### config.mk
export PLATFORM = sky130hd
export DESIGN_NAME = systolic_edge_feeder
export DESIGN_NICKNAME = d
export VERILOG_FILES = /design/src/rtl/systolic_edge_feeder.sv
export SDC_FILE = /design/constraint.sdc
export NUM_CORES = 1
export LEC_CHECK = 0
export ABC_AREA = 1
export CAP_MARGIN = 20
export CORE_UTILIZATION = 53
export DETAILED_ROUTE_END_ITERATION = 8
export PLACE_DENSITY_LB_ADDON = 0.3
export SLEW_MARGIN = 25
export SYNTH_ARGS = -nofsm -noshare
export SYNTH_HDL_FRONTEND = slang
export SYNTH_SLANG_ARGS = --single-unit
### constraint.sdc
create_clock -name clk -period 3.1 [get_ports clk]
set_input_delay 0.62 -clock clk [delete_from_list [all_inputs] [get_ports clk]]
set_output_delay 0.62 -clock clk [all_outputs]
set_load 0.01 [all_outputs]
### src/rtl/systolic_edge_feeder.sv
// Edge feeder for the systolic tile grid: splits each 8-bit lane operand into two
// nibbles (high first, ctrl-marked) and skews lane k by k*SKEW cycles.
module systolic_edge_feeder #(
    parameter int LANES = 2,
    parameter int SKEW  = 2
) (
    input  logic                 clk,
    input  logic                 rst,
    input  logic                 ena,
    input  logic                 s_valid,
    output logic                 s_ready,
    input  logic [LANES*8-1:0]   s_data,
    output logic [LANES*4-1:0]   lane_data,
    output logic [LANES-1:0]     lane_ctrl,
    output logic                 busy,
    output logic [7:0]           word_count
);

    typedef enum logic [1:0] {IDLE, HI, LO} state_t;

    state_t               state;
    state_t               state_nxt;
    logic [LANES*8-1:0]   hold;
    logic                 accept;
    logic [LANES*4-1:0]   e_nib;
    logic [LANES-1:0]     e_ctrl;
    logic [LANES-1:0]     e_v;
    logic [LANES-1:0]     stage_busy;

    assign s_ready = ena & ~rst & ((state == IDLE) | (state == LO));
    assign accept  = s_valid & s_ready;

    always_ff @(posedge clk or posedge rst) begin
        if (rst) begin
            state <= IDLE;
        end else if (ena) begin
            state <= state_nxt;
        end
    end

    always_comb begin
        state_nxt = state;
        case (state)
            IDLE:    state_nxt = accept ? HI : IDLE;
            HI:      state_nxt = LO;
            LO:      state_nxt = accept ? HI : IDLE;
            default: state_nxt = IDLE;
        endcase
    end

    always_ff @(posedge clk or posedge rst) begin
        if (rst) begin
            hold       <= '0;
            word_count <= 8'd0;
        end else if (accept) begin
            hold       <= s_data;
            word_count <= word_count + 8'd1;
        end
    end

    // Emission stage: nibble/ctrl/valid per lane, straight from state and hold
    always_comb begin
        e_nib  = '0;
        e_ctrl = '0;
        e_v    = '0;
        for (int k = 0; k < LANES; k++) begin
            if (state == HI) begin
                e_nib[4*k +: 4] = hold[8*k+4 +: 4];
                e_ctrl[k]       = 1'b1;
                e_v[k]          = 1'b1;
            end else if (state == LO) begin
                e_nib[4*k +: 4] = hold[8*k +: 4];
                e_v[k]          = 1'b1;
            end
        end
    end

    assign lane_data[3:0] = e_nib[3:0];
    assign lane_ctrl[0]   = e_ctrl[0];
    assign stage_busy[0]  = 1'b0;

    // Skew stage: lane k passes {nibble, ctrl, v} through k*SKEW registers
    for (genvar k = 1; k < LANES; k++) begin : g_skew
        localparam int DEPTH = k * SKEW;
        logic [5:0] stg [DEPTH];
        logic       any_v;

        always_ff @(posedge clk or posedge rst) begin
            if (rst) begin
                for (int i = 0; i < DEPTH; i++) stg[i] <= '0;
            end else if (ena) begin
                stg[0] <= {e_nib[4*k +: 4], e_ctrl[k], e_v[k]};
                for (int i = 1; i < DEPTH; i++) stg[i] <= stg[i-1];
            end
        end

        always_comb begin
            any_v = 1'b0;
            for (int i = 0; i < DEPTH; i++) any_v = any_v | stg[i][0];
        end

        assign lane_data[4*k +: 4] = stg[DEPTH-1][5:2];
        assign lane_ctrl[k]        = stg[DEPTH-1][1];
        assign stage_busy[k]       = any_v;
    end

    assign busy = (state != IDLE) | (|stage_busy);

endmodule
==> impl_metrics.csv, run 1 <==
group,metric,value,unit
routing,drt-initial-drc-count,69,
routing,wirelength,3.25,mm
worst_setup_path,startpoint,"g_skew[1].stg[7]",
routing,drtAntennaViolNets,0,
yosys,synthesis.area,0.00176,mm^2
power_and_ir_drop,power_density,615,mW/mm^2
placement,routabilityCongestion,0.820,
yosys,synth_top_cell_by_area,"dfrtp_1",
yosys,synth.area.top_cells,"dfrtp_1, nand2_1, buf_4",
finish,design_area,0.00219,mm^2
global_routing,grt_overflow,0,
power_and_ir_drop,clockPowerShare,0.256,
clock_network,cts_resized,0,
worst_setup_path,cp_cell_sequence,"inv_1 -> ha_1 -> nor2_1 -> a22o_1 -> clkdlybuf4s50_1",
worst_hold_path,hp-class,"flop to flop",
worst_setup_path,reg2reg_depth,6,
floorplanning,placementRows,20,
timing,fin_crit_sh,0.953,
timing,drv_slew,0,
worst_setup_path,cp.depth,5,
timing,max_freq,339,MHz
yosys,synth_area_per_cell,8.72,um^2
floorplanning,io_pins,40,
timing,final_hold_viol_count,0,
routing,route.detailed.drc,0,
power_and_ir_drop,combPwrFrac,0.255,
floorplanning,coreArea,0.00310,mm^2
power_and_ir_drop,p_seq_frac,0.489,
clock_network,tritoncts,"yes",
run,cap_violations,0,
worst_setup_path,r2r-end,"word_count[0]",
power_and_ir_drop,power.total,1350,uW
worst_setup_path,critPathSlowestCell,"clkdlybuf4s50_1",
timing,clock_skew,0.00396,ns
floorplanning,die_w,59.7,um
status,status,"complete, no violations",
timing,tns,0,ns
worst_setup_path,critPathKind,"flop to output pin",
finish,drive_gt1_frac,0.0553,
global_routing,grt_usage,0.209,
worst_setup_path,cp_num_buf_inv,2,
worst_setup_path,rrSetupSlack,1.30,ns
power_and_ir_drop,intPower,958,uW
placement,dpl_cell_area,0.00211,mm^2
yosys,syn_nets,227,
timing,rsz0062_at_grt,"false",
global_routing,grt_pass1_wl,5.39,mm
worst_setup_path,cp-end-kind,"output pin",
timing,slew_headroom,0.529,
finish,final_nets,259,
clock_network,cts_setup_buffers,0,
floorplanning,fp.dieH,59.7,um
routing,drt_pre_antenna_iters,4,
timing,setup-violations-final,0,
timing,worstMarginPinSlew,0.705,ns
timing,hold_slack,0.494,ns
global_routing,grt_max_degree,38,
yosys,ys_ff_latch,37,
worst_setup_path,cp.arrival,2.33,ns
yosys,synthCells,202,
routing,num_vias,1335,
placement,hpwl,2.29,mm
clock_network,numClockSinks,37,
routing,vias_per_cell,4.78,
power_and_ir_drop,switching_share,0.290,
clock_network,h-tree-depth,2,
worst_setup_path,max_stage_delay,0.53,ns
timing,setup_slack,0.146,ns
worst_setup_path,timing.rr.start,"g_skew[1].stg[7]",
floorplanning,dieArea,0.00356,mm^2
worst_setup_path,cp-endpoint,"lane_data[3]",
power_and_ir_drop,p_sw,391,uW
timing,min_period,2.95,ns
finish,antennaDiodeCount,0,
global_routing,antenna_found_initial,0,
routing,wl_per_cell,11.6,um
clock_network,clk_path_buf_depth,2,
floorplanning,initial_core_util,0.568,
worst_setup_path,critical_path.max_fanout,8,
yosys,synth_top_area_share,0.526,
worst_setup_path,cp-start-kind,"flop",
finish,area_delta_synth_final,24.4,%
yosys,ys_seq_area_frac,0.526,
worst_setup_path,critPathTopFamily,"buffers and inverters",
yosys,synth_cell_types,24,
clock_network,path_clk_slew,0.10,ns
clock_network,cts_buffers,5,
power_and_ir_drop,leakagePower,0.00107,uW
clock_network,cts_hold_buffers,0,
yosys,synth_warnings,0,
clock_network,cts_root_buffer,"clkbuf_4",
clock_network,clkLatencyLatePin,0.34,ns
placement,place_worst_setup_slack,0.537,ns
worst_setup_path,critPathRequiredTime,2.48,ns
placement,port_buffers,39,
global_routing,grt_pass1_vias,1245,
power_and_ir_drop,peakVddDrop,0.000424,V
worst reg2reg max path, stage by stage, from the launching register on:
cell and delay [ns]:
dfrtp_1 0.41, inv_1 0.11, ha_1 0.20, nor2_1 0.06, nor2_1 0.16, nand2_1 0.45, xnor2_1 0.28
logic make-up after synthesis:
| group | count (synthesis) | synth area share |
|---|---|---|
| and+or+nand+nor | 97 | 0.227 |
| xor gates and xnor gates | 4 | 0.0199 |
| adders and majority gates | 5 | 0.0355 |
| DFF | 37 | 0.526 |
| AOI/OAI and AO/OA | 23 | 0.0838 |
| buffers and inverters | 36 | 0.108 |
metrics by stage:
step	util	cells
finish	0.706	279
global route	0.706	279
CTS	0.706	279
detailed placement	0.679	271
global placement	0.679	271
floorplan	-	202
flip-flops by register name (all words and copies together), names as in the netlist:
name,flops
word_count,8
lane_data,4
hold,16
state,1
g_skew.stg,7
lane_ctrl,1
layout make-up:
class	count	area (um^2)
clock buffer	7	55.1
clock inverter	1	30.0
fill	250	911
inverter	20	75.1
multi-input combinational	129	646
sequential	37	926
tap	44	55.1
timing repair buffer	41	405
metal layers:
metal,wire [um],GRT usage
met1,1490,0.269
met2,1560,0.332
met3,131,0.0455
met4,64,0.110
met5,0,0
cells in the mapped netlist:
cell       n
nand2_1   78
nand3_1    9
o221ai_1   3
buf_6      2
clkbuf_1   2
inv_2      1
dfrtp_1   37
o21ai_1    3
nor2_8     1
xnor2_1    4
a22oi_1    1
a21oi_1    1
buf_2      2
inv_1     19
nor2_2     1
ha_1       5
o21bai_1   1
a22o_1     4
nand2_2    1
o22ai_1    1
nand3b_1   1
nor2_1     6
buf_4     10
o21ai_0    9
worst min-delay path by stage:
| stage | from | to | depth (start not counted) |
|---|---|---|---|
| 6_report | hold[11] | hold[11] | 2 |
| 5_1_grt | hold[9] | hold[9] | 2 |
| 4_1_cts | hold[3] | hold[3] | 2 |
| 3_5_place_dp | hold[11] | hold[11] | 2 |
| 3_3_place_gp | g_skew[1].stg[6] | g_skew[1].stg[0] | 2 |
| 2_1_floorplan | hold[15] | hold[15] | 2 |
layout by cell type (no fill, tap or decap), drive strengths merged, types with 2 or more instances in the layout:
master | netlist | final
a22o | 4 | 4
buf | 14 | 2
nand3 | 9 | 9
xnor2 | 4 | 4
dfrtp | 37 | 37
inv | 20 | 20
clkdlybuf4s50 | 0 | 39
ha | 5 | 5
o221ai | 3 | 3
nor2 | 8 | 8
nand2 | 79 | 79
o21ai | 12 | 12
clkbuf | 2 | 7
power groups by stage:
stage / Combinational, uW / Clock [uW] / Sequential, uW
after floorplan: 210 / 0 / 661
after global placement: 337 / 0 / 663
after detailed placement: 345 / 0 / 668
after CTS: 348 / 353 / 660
after global routing: 384 / 370 / 672
final: 344 / 345 / 660
Power figures use the tool's default switching activity.
==> run 2: changes to the inputs <==
--- a/config.mk
+++ b/config.mk
@@ -9,6 +9,7 @@
 export CAP_MARGIN = 20
 export CORE_UTILIZATION = 53
 export DETAILED_ROUTE_END_ITERATION = 8
+export GPL_TIMING_DRIVEN = 0
 export PLACE_DENSITY_LB_ADDON = 0.3
 export SLEW_MARGIN = 25
 export SYNTH_ARGS = -nofsm -noshare
==> run 2 against run 1 <==
  * Clock skew grew 0.0096 ns
  * First-iteration DRC count shrank 16%
  * Total power down 4.4%
  * Die area did not move
  * Final cell count up 4.7%
  * Global-route usage rose by 2.3 points
  * Design area grew 3.7%
  * Sequential power shrank 0.6%
  * Via count up 7.6%
  * Highest routed layer unchanged
  * Non-clock buffer count rose by 14
  * Sequential cell count stayed put
  * Worst setup slack gained 0.030 ns
==> impl_metrics.csv, run 2 (synthesis gave the netlist of run 1 again) <==
group,metric,value,unit
status,status,"complete, no violations",
power_and_ir_drop,leakagePower,0.00112,uW
finish,regArea,926,um^2
placement,routabilityCongestion,0.830,
clock_network,cts_root_buffer,"clkbuf_4",
worst_setup_path,critPathTopFamily,"buffers and inverters",
floorplanning,dieArea,0.00356,mm^2
floorplanning,fp.dieH,59.7,um
worst_setup_path,cp_num_buf_inv,3,
finish,final_nets,273,
placement,hpwl,2.46,mm
clock_network,cts_buffers,5,
routing,route.detailed.drc,0,
finish,fin_util,0.732,
global_routing,grt_usage,0.232,
floorplanning,placementRows,20,
finish,largest_reg_flops,16,
timing,hold_slack,0.492,ns
worst_setup_path,cp_common_cell,"clkdlybuf4s50_1",
timing,drv_slew,0,
floorplanning,coreArea,0.00310,mm^2
power_and_ir_drop,power_density,567,mW/mm^2
finish,n_fill_cell,279,
routing,drtAntennaViolNets,0,
finish,largest-register,"hold",
floorplanning,io_pins,40,
routing,drt_pre_antenna_iters,4,
timing,clock_skew,0.0135,ns
clock_network,path_clk_slew,0.09,ns
timing,final_hold_viol_count,0,
finish,multi_input_area,653,um^2
routing,wl_per_cell,11.8,um
finish,top_regs,"hold (16), word_count (8), g_skew.stg (7)",
routing,wirelength,3.44,mm
finish,area_delta_synth_final,29.0,%
clock_network,clk_path_buf_depth,2,
clock_network,numClockSinks,37,
worst_setup_path,cp-start-kind,"input port",
routing,vias_per_cell,4.92,
clock_network,cts_setup_buffers,0,
worst_setup_path,critPathRequiredTime,2.48,ns
worst_setup_path,critPathKind,"input port to output pin",
routing,num_vias,1437,
floorplanning,die_w,59.7,um
timing,worstMarginPinSlew,0.452,ns
global_routing,grt_pass1_vias,1377,
worst_setup_path,cp-end-kind,"output pin",
clock_network,tritoncts,"yes",
finish,final_common_cell,"nand2_1",
global_routing,antenna_found_initial,0,
timing,tns,0,ns
global_routing,grt_pass1_wl,5.91,mm
timing,setup-violations-final,0,
placement,port_buffers,39,
worst_setup_path,max_stage_delay,0.56,ns
clock_network,clkLatencyLatePin,0.35,ns
clock_network,h-tree-depth,2,
finish,drive_gt1_frac,0.105,
power_and_ir_drop,peakVddDrop,0.000350,V
finish,mostFrequentLayoutCells,"nand2_1, clkdlybuf4s50_1, dfrtp_1",
worst_setup_path,cp.arrival,2.30,ns
global_routing,grt_overflow,0,
timing,rsz0062_at_grt,"false",
timing,fin_crit_sh,0.943,
timing,slew_headroom,0.699,
finish,antennaDiodeCount,0,
timing,min_period,2.92,ns
global_routing,grt_max_degree,39,
routing,drt-initial-drc-count,58,
worst_hold_path,hp-class,"flop to flop",
floorplanning,initial_core_util,0.568,
timing,max_freq,342,MHz
run,cap_violations,0,
worst_setup_path,critPathSlowestCell,"clkdlybuf4s50_1",
worst_setup_path,critical_path.max_fanout,38,
worst_setup_path,cp_cell_sequence,"clkdlybuf4s50_1 -> inv_4 -> nand2_1 -> nor2_1 -> clkdlybuf4s50_1",
==> run 2: changes by cell type in the layout (fill, tap and decap cells not counted), sizes merged <==
| cell | change |
|---|---|
| bufinv | -1 |
| clkbuf | +2 |
| buf | +12 |
==> run 2: worst register-to-register path, cell delays in order (launching register included) <==
cell and delay (ns):
dfrtp_1 0.41, inv_1 0.12, ha_1 0.20, nor2_1 0.05, nor2_1 0.15, nand2_1 0.13
buf_2 0.21, nand2_1 0.08, nand2_1 0.06
==> run 2: final timing paths <==
check | start | endpoint | slack (ns) | cells past startpoint
setup / recovery | rst | s_ready | 0.18 | 5
hold / removal | hold[1] | hold[1] | 0.49 | 2
setup reg to reg | g_skew[1].stg[7] | hold[2] | 1.57 | 8
hold reg to reg | hold[1] | hold[1] | 0.49 | 2
max in group asynchronous | rst | word_count[0] | 2.08 | 2
min in group asynchronous | rst | lane_data[4] | 0.69 | 2
==> run 2: final cells by class <==
class,count,share of cell area
Clock buffer,7,0.0242
Inverter,20,0.0341
Sequential cell,37,0.407
Multi-Input combinational cell,129,0.287
Buffer,16,0.0507
Timing Repair Buffer,39,0.172
Tap cell,44,0.0242
==> run 2: metal layers <==
metal  vias up  wire length [um]  GRT usage
met5         -                 0          0
met4         0                44      0.136
met3         6               195     0.0476
met2        39              1680      0.387
met1       674              1520      0.277
li1        718                 -          -
==> run 2: power by group <==
group	total, uW	internal [uW]	leakage [uW]	switching, uW
Combinational	375	203	0.000607	171
Sequential	656	585	0.000479	71.2
Clock	258	107	0.0000314	151
==> run 2: timing repair <==
item,4_1_cts,5_1_grt
resized for setup,2,1
setup endpoints to repair,5,4
hold buffers,0,0
==> run 2: metrics by stage <==
stage          instance area, um^2  std cells  power, uW  setup WS [ns]
3_5_place_dp                  2210        285       1040        -0.0700
3_3_place_gp                  2210        285       1030         -0.547
6_report                      2270        292       1290          0.177
4_1_cts                       2270        292       1300         0.0693
2_1_floorplan                 1760        202        872          0.743
5_1_grt                       2270        292       1380         0.0580
==> run 3: changes to the inputs <==
--- a/config.mk
+++ b/config.mk
@@ -8,9 +8,10 @@
 export ABC_AREA = 1
 export CAP_MARGIN = 20
 export CORE_UTILIZATION = 53
+export CTS_CLUSTER_SIZE = 10
 export DETAILED_ROUTE_END_ITERATION = 8
 export GPL_TIMING_DRIVEN = 0
-export PLACE_DENSITY_LB_ADDON = 0.3
+export PLACE_DENSITY = 0.84
 export SLEW_MARGIN = 25
 export SYNTH_ARGS = -nofsm -noshare
 export SYNTH_HDL_FRONTEND = slang
==> run 3 against run 2 <==
  * Non-clock buffer count unchanged
  * Clock skew shrank 0.0015 ns
  * Critical endpoint unchanged
  * Clock power down 4%
==> impl_metrics.csv, run 3 (synthesis gave the netlist of run 1 again) <==
group,metric,value,unit
finish,final_common_cell,"nand2_1",
power_and_ir_drop,clockPowerShare,0.193,
routing,wirelength,3.46,mm
finish,multi_input_area,648,um^2
timing,fin_crit_sh,0.948,
routing,wl_per_cell,11.8,um
finish,mostFrequentLayoutCells,"nand2_1, clkdlybuf4s50_1, dfrtp_1",
global_routing,grt_usage,0.235,
status,status,"complete, no violations",
power_and_ir_drop,leakagePower,0.00112,uW
worst_setup_path,reg2reg_depth,8,
finish,final_nets,273,
routing,num_vias,1442,
run,cap_violations,0,
placement,port_buffers,39,
placement,dpl_cell_area,0.00221,mm^2
timing,slew_headroom,0.681,
worst_setup_path,cp_num_buf_inv,3,
clock_network,clk_path_buf_depth,2,
worst_setup_path,critPathSlowestCell,"clkdlybuf4s50_1",
power_and_ir_drop,switching_share,0.315,
worst_setup_path,critical_path.max_fanout,38,
global_routing,grt_pass1_vias,1326,
timing,final_hold_viol_count,0,
timing,clock_skew,0.0121,ns
placement,hpwl,2.46,mm
timing,max_freq,340,MHz
global_routing,grt_max_degree,39,
floorplanning,io_pins,40,
finish,top_regs,"hold (16), word_count (8), g_skew.stg (7)",
clock_network,h-tree-depth,2,
finish,largest_reg_flops,16,
worst_setup_path,cp-end-kind,"output pin",
finish,drive_gt1_frac,0.108,
floorplanning,placementRows,20,
timing,min_period,2.94,ns
worst_hold_path,holdPathStages,2,
power_and_ir_drop,power.total,1280,uW
finish,n_fill_cell,262,
power_and_ir_drop,peakVddDrop,0.000325,V
worst_setup_path,cp.depth,5,
timing,setup-violations-final,0,
clock_network,clkLatencyLatePin,0.35,ns
routing,route.detailed.drc,0,
worst_setup_path,cp.arrival,2.32,ns
finish,antennaDiodeCount,0,
finish,regArea,926,um^2
routing,drt_pre_antenna_iters,4,
timing,rsz0062_at_grt,"false",
placement,routabilityCongestion,0.825,
clock_network,path_clk_slew,0.11,ns
clock_network,numClockSinks,37,
worst_setup_path,cp-start-kind,"input port",
worst_setup_path,cp_cell_sequence,"clkdlybuf4s50_1 -> inv_4 -> nand2_1 -> nor2_1 -> clkdlybuf4s50_1",
timing,tns,0,ns
power_and_ir_drop,p_seq_frac,0.515,
finish,design_area,0.00226,mm^2
power_and_ir_drop,power_density,564,mW/mm^2
power_and_ir_drop,p_sw,403,uW
routing,drtAntennaViolNets,0,
floorplanning,coreArea,0.00310,mm^2
global_routing,grt_pass1_wl,6.07,mm
clock_network,cts_buffers,5,
clock_network,tritoncts,"yes",
worst_setup_path,cp_common_cell,"clkdlybuf4s50_1",
worst_setup_path,critPathTopFamily,"buffers and inverters",
timing,drv_slew,0,
floorplanning,fp.dieH,59.7,um
floorplanning,dieArea,0.00356,mm^2
global_routing,antenna_found_initial,0,
routing,vias_per_cell,4.92,
routing,drt-initial-drc-count,76,
timing,hold_slack,0.488,ns
timing,worstMarginPinSlew,0.479,ns
power_and_ir_drop,intPower,875,uW
worst_setup_path,max_stage_delay,0.57,ns
worst_setup_path,critPathKind,"input port to output pin",
worst_setup_path,critPathRequiredTime,2.48,ns
floorplanning,die_w,59.7,um
clock_network,cts_hold_buffers,0,
worst_hold_path,hp-class,"flop to flop",
power_and_ir_drop,combPwrFrac,0.292,
clock_network,cts_root_buffer,"clkbuf_4",
global_routing,grt_overflow,0,
floorplanning,initial_core_util,0.568,
finish,largest-register,"hold",
finish,area_delta_synth_final,28.5,%
==> run 3: cell count changes in the layout (fill, tap and decap cells not counted), sizes merged <==
cell / change
clkinv: +2
clkbuf: -1
==> run 3: final cells by class <==
class,instances,share of cell area
sequential,37,0.409
tap,44,0.0243
clock inverter,2,0.00442
buffer,16,0.0509
multi-input combinational,129,0.286
clock buffer,6,0.0182
timing repair buffer,39,0.172
inverter,20,0.0343
==> run 3: worst min-delay path: stages (launching register included) <==
cell	delay, ns
dfrtp_1	0.36
nand2_1	0.05
nand2_1	0.05
==> run 3: per-stage QoR <==
| step | util | setup WS [ns] | instances |
|---|---|---|---|
| after floorplan | - | 0.743 | 202 |
| after global placement | 0.711 | -0.523 | 285 |
| after detailed placement | 0.711 | -0.0617 | 285 |
| after CTS | 0.729 | 0.144 | 293 |
| after global routing | 0.729 | 0.00272 | 293 |
| final | 0.729 | 0.160 | 293 |
==> run 3: per-layer routing <==
| metal | routed length, um | vias to the layer above | global-route usage |
|---|---|---|---|
| met5 | 0 | - | 0 |
| met4 | 50 | 0 | 0.0698 |
| met3 | 215 | 6 | 0.0584 |
| met2 | 1640 | 47 | 0.395 |
| met1 | 1560 | 669 | 0.301 |
| li1 | - | 720 | - |
==> run 3: final timing paths <==
kind / slack, ns / to / start
worst max-delay path: 0.16 / s_ready / rst
worst min-delay path: 0.49 / hold[2] / hold[2]
worst max register to register: 1.53 / hold[4] / g_skew[1].stg[7]
worst min register to register: 0.49 / hold[2] / hold[2]
max in group asynchronous: 2.10 / word_count[7] / rst
min in group asynchronous: 0.67 / lane_data[7] / rst
==> run 3: what timing repair did <==
action / in CTS / in global routing
setup buffers: 0 / 0
setup endpoints to repair: 2 / 0
gates resized for setup: 2 / 0
==> run 3: power by group through the flow <==
stage               clock, uW  combinational, uW  sequential (uW)
floorplan                   0                210              661
global placement            0                363              662
detailed placement          0                373              666
CTS                       252                378              658
global route              277                417              672
finish                    247                373              658
==> variant 1, RTL diff (config.mk and constraints of run 2) <==
Change the parameter `SKEW` from 2 to 1.
--- a/src/rtl/systolic_edge_feeder.sv
+++ b/src/rtl/systolic_edge_feeder.sv
@@ -3,5 +3,5 @@
 module systolic_edge_feeder #(
     parameter int LANES = 2,
-    parameter int SKEW  = 2
+    parameter int SKEW  = 1
 ) (
     input  logic                 clk,
Behaviour: not the same (Yosys sat finds a counterexample within 4 cycles, from zero or initial values and one cycle with rst high).
==> variant 1 against run 2 <==
  * Total power decreased by 5.5%
  * Routed wire length increased by 1.5%
  * The flow now finishes with violations (design-rule violations)
  * Sequential cell count decreased by 6
  * Non-clock buffer count decreased by 1
  * Die area decreased by 9.0%
  * Design area decreased by 7.4%
  * Worst setup slack improved by 50 ps
  * Fmax increased by 1.7%
  * Critical endpoint is now lane_data[3]
  * Area after synthesis decreased by 9.3%
==> variant 1: results (changes against run 2) <==
[logic_synthesis]
synthesis.nets = 207  ; was 227
synth.area.top_cells = dfrtp_1, nand2_1, buf_4  ; unchanged
synthTopCellsByCount = nand2_1, dfrtp_1, inv_1, buf_4, nand3_1  ; was nand2_1, dfrtp_1, inv_1, buf_4
yosysUniqueCellTypes = 24  ; unchanged
synth-seq-area-share_pct = 48.6  ; was 52.6%
syn_inst = 182  ; was 202

[placed_design]
gp_congestion = 0.747  ; was 0.830
placed_cell_area_sq_um = 2030  ; was 2210 sq um
placed_cells = 252  ; was 285
dp_hpwl_um = 2460  ; about the same

[global_routing]
grt_pass1_vias = 1362  ; was 1377
grt_pass1_wl_um = 5980  ; was 5910 um
grt_usage_pct = 25.0  ; was 23.2%
grt_max_degree = 33  ; was 39

[final_layout]
reg_top3 = hold x16, word_count x8, g_skew.stg x6  ; was hold x16, word_count x8, g_skew.stg x7
drive_above_1_share_pct = 15.7  ; was 10.5%
layout.cells.non_filler = 260  ; was 292

[drt]
drc_errors = 5  ; was 0
first_pass_iters = 6  ; was 4
wire_per_inst_um = 13.4  ; was 11.8 um
vias = 1325  ; was 1437

[clock_network]
cts_setup_buffers = 0  ; unchanged
cts_root_buf = clkbuf_4  ; unchanged
clockBufferDepth = 2  ; unchanged
cts.reportedPaths.clkPinSlew_ps = 90  ; about the same

[status]
outcome = finished with violations  ; was completed
violations = design-rule violations

[pwr]
worst_ir_drop_vdd_uv = 518  ; was 350 uV
swShare_pct = 31.6  ; was 30.5%
leakagePower_nw = 1.05  ; was 1.12 nW

[setup_path]
worstPathArrival_ps = 2250  ; was 2300 ps
worstPathMaxFanout = 8  ; was 38

[timing]
maxSlewHeadroom_pct = 73.0  ; was 69.9%

-- variant 1: cell types whose count changed in the layout (fill, tap and decap cells not counted), moves of 3 or more --
cell             run 2  this run
o211ai_1             0         3
o221ai_1             3         0
nand2_1             78        73
inv_1               18        11
o21ai_0              9         3
dfrtp_1             37        31
-- variant 1: kinds of logic after synthesis --
logic type | Yosys count | share of synthesized area [%]
compound gates | 17 | 7.60
xor+xnor | 4 | 2.19
fa+ha+maj | 5 | 3.92
buf+inv | 30 | 11.5
flops | 31 | 48.6
simple gates | 95 | 26.2
-- variant 1: timing repair --
action | in CTS | in global routing
resized for setup | 0 | 3
setup endpoints to repair | 0 | 4
hold endpoints to repair | 0 | 0
-- variant 1: routing by layer --
metal	vias to the layer above	track usage (%)	part of all wire, %
li1	649	-	-
met1	634	30.7	43
met2	34	41.2	50
met3	8	5.07	4.6
met4	0	14.3	2.4
met5	-	0	0
-- variant 1: worst max-delay path: stages, from the launching register on --
cell	delay, ps
dfrtp_1	410
inv_1	90
ha_1	350
nor2_4	280
a22o_1	170
buf_4	100
clkdlybuf4s50_1	520
-- variant 1: power groups by stage --
stage / registers (W) / clock network [W] / logic [W]
3_3_place_gp: 0.000569 / 0 / 0.000362
4_1_cts: 0.000567 / 0.000276 / 0.000376
6_report: 0.000569 / 0.000274 / 0.000375
3_5_place_dp: 0.000575 / 0 / 0.000372
5_1_grt: 0.000579 / 0.000295 / 0.000411
2_1_floorplan: 0.000568 / 0 / 0.000213
-- variant 1: final cells by class --
type                       count  area [sq um]
inverter                      15          58.8
fill                         229           702
tap                           31          38.8
sequential                    31           776
timing repair buffer          39           390
clock buffer                   8          68.8
buffer                        15           128
multi-input combinational    121           643
-- variant 1: worst paths after layout --
kind / from / endpoint / slack, ps / depth (start not counted)
max reg2reg: g_skew[1].stg[1] / word_count[5] / 1590 / 9
max: g_skew[1].stg[1] / lane_data[3] / 230 / 6
min in group asynchronous: rst / hold[10] / 660 / 2
max in group asynchronous: rst / hold[4] / 2140 / 2
min reg2reg: hold[8] / hold[8] / 490 / 2
min: hold[8] / hold[8] / 490 / 2
-- variant 1: metrics by stage --
step | worst slack, ps | TNS [ps] | hold slack, ps
2_1_floorplan | 923 | 0 | 449
3_3_place_gp | -266 | -266 | 464
3_5_place_dp | 73.9 | 0 | 468
4_1_cts | 65.6 | 0 | 492
5_1_grt | 103 | 0 | 512
6_report | 227 | 0 | 492
==> variant 2, RTL diff (config.mk and constraints of run 2) <==
Made on the original files. Put one more register stage on the output `word_count`, with the module's reset. The value now appears one clock later. The other outputs are not delayed to match.
--- a/src/rtl/systolic_edge_feeder.sv
+++ b/src/rtl/systolic_edge_feeder.sv
@@ -18,4 +18,6 @@
 
     typedef enum logic [1:0] {IDLE, HI, LO} state_t;
+
+    logic [7:0] word_count_s0;
 
     state_t               state;
@@ -52,8 +54,8 @@
         if (rst) begin
             hold       <= '0;
-            word_count <= 8'd0;
+            word_count_s0 <= 8'd0;
         end else if (accept) begin
             hold       <= s_data;
-            word_count <= word_count + 8'd1;
+            word_count_s0 <= word_count_s0 + 8'd1;
         end
     end
@@ -107,3 +109,11 @@
     assign busy = (state != IDLE) | (|stage_busy);
 
+    always_ff @(posedge clk or posedge rst) begin
+        if (rst) begin
+            word_count <= '0;
+        end else begin
+            word_count <= word_count_s0;
+        end
+    end
+
 endmodule
Behaviour: not the same (a bounded check fails within 4 cycles, from zero or initial values and one cycle with rst high).
==> variant 2 against run 2 <==
  * Area after synthesis rose by 13%
  * Final cell count up 6.2%
  * Sequential cell count increased by 8
  * Die area increased by 13%
  * Non-clock buffer count grew 1
  * Routed wire length up 19%
  * Register-to-register slack worse by 30 ps
  * Total power grew 18%
  * Design area is 12% higher
  * Worst setup slack lost 43 ps
  * Critical path type unchanged
  * Largest cell class unchanged
  * Highest routed layer unchanged
==> variant 2: results (changes against run 2) <==
[final_layout]
nFillCells = 266  ; was 279
nets = 288  ; was 273
layout.cells.non_filler = 310  ; was 292
reg_top3 = hold x16, word_count x8, word_count_s0 x8  ; was hold x16, word_count x8, g_skew.stg x7
drive_above_1_share_pct = 12.9  ; was 10.5%

[timing]
fin_skew_ps = 8.84  ; was 13.5 ps
tightest_slew_ps = 497  ; was 452 ps
timing.hold.ws_ps = 430  ; was 492 ps

[setup_path]
worstPathArrival_ps = 2350  ; was 2300 ps
r2r_slack_ps = 1540  ; was 1570 ps
timing.rr.start = state[0]  ; was g_skew[1].stg[7]

[drt]
vias = 1520  ; was 1437
wire_per_inst_um = 13.2  ; was 11.8 um
drt_iter0_drc = 110  ; was 58

[pwr]
p_int_w = 0.00107  ; was 0.000896 W
leakagePower_nw = 1.25  ; was 1.12 nW
clockPowerShare_pct = 22.9  ; was 20.0%

[status]
outcome = completed  ; unchanged

[placed_design]
placed_cells = 302  ; was 285
placed_cell_area_sq_um = 2460  ; was 2210 sq um
io_buffers = 38  ; was 39
pre_cts_ws_ps = 96.5  ; was -70.0 ps

[worst_hold_path]
holdPathEnd = word_count[7]  ; was hold[1]
worstHoldStart = word_count_s0[7]  ; was hold[1]

[global_routing]
grt_max_degree = 25  ; was 39

[logic_synthesis]
synthTopCellsByCount = nand2_1, dfrtp_1, inv_1, o21ai_0, buf_4  ; was nand2_1, dfrtp_1, inv_1, buf_4
yosysUniqueCellTypes = 18  ; was 24
synth-seq-area-share_pct = 56.5  ; was 52.6%
synth.area.top_cells = dfrtp_1, nand2_1, o21ai_0  ; was dfrtp_1, nand2_1, buf_4

[clock_network]
cts_root_buf = clkbuf_8  ; was clkbuf_4

[variant 2: cell count changes in the layout (fill, tap and decap cells not counted), sizes merged, moves of 4 or more]
cell,before,now
o21ai,12,18
buf,14,18
dfrtp,37,45
inv,20,24
a22o,4,0
[variant 2: worst max path at each step]
stage,startpoint,cells past startpoint,slack (ps),to
6_report,rst,5,130,s_ready
5_1_grt,rst,5,10,s_ready
4_1_cts,g_skew[1].stg[7],8,20,lane_data[3]
3_5_place_dp,rst,5,100,s_ready
3_3_place_gp,rst,5,-820,s_ready
2_1_floorplan,rst,3,550,s_ready
[variant 2: routing by layer]
layer  track usage [%]  share of wire, %
met3              4.89               2.6
met4              12.5               3.5
met5                 0                 0
met2              38.8                51
met1              27.6                42
[variant 2: critical path, cell delays in order]
cell	delay, ps
clkdlybuf4s50_1	490
inv_2	420
nand2_1	120
nor2_2	150
clkdlybuf4s50_1	550
[variant 2: kinds of logic (layout without fill, tap and decap cells)]
logic type	Yosys count	in the layout	share of synthesized area (%)
simple gates	95	95	19.4
flops	45	45	56.5
buf+inv	41	88	11.6
compound gates	27	27	7.66
fa+ha+maj	5	5	3.14
xor+xnor	4	4	1.76
[variant 2: layout make-up]
| class | instances | area, sq um | share of cell area (%) |
|---|---|---|---|
| Sequential cell | 45 | 1130 | 44.2 |
| Multi-Input combinational cell | 131 | 644 | 25.3 |
| Timing Repair Buffer | 39 | 408 | 16.0 |
| Buffer | 17 | 138 | 5.40 |
| Inverter | 24 | 92.6 | 3.63 |
| Clock buffer | 6 | 72.6 | 2.85 |
| Tap cell | 46 | 57.6 | 2.26 |
| Clock inverter | 2 | 10.0 | 0.393 |
[variant 2: repair_timing]
item	CTS	global route
setup endpoints to repair	0	4
resized for setup	0	2
setup buffers	0	0
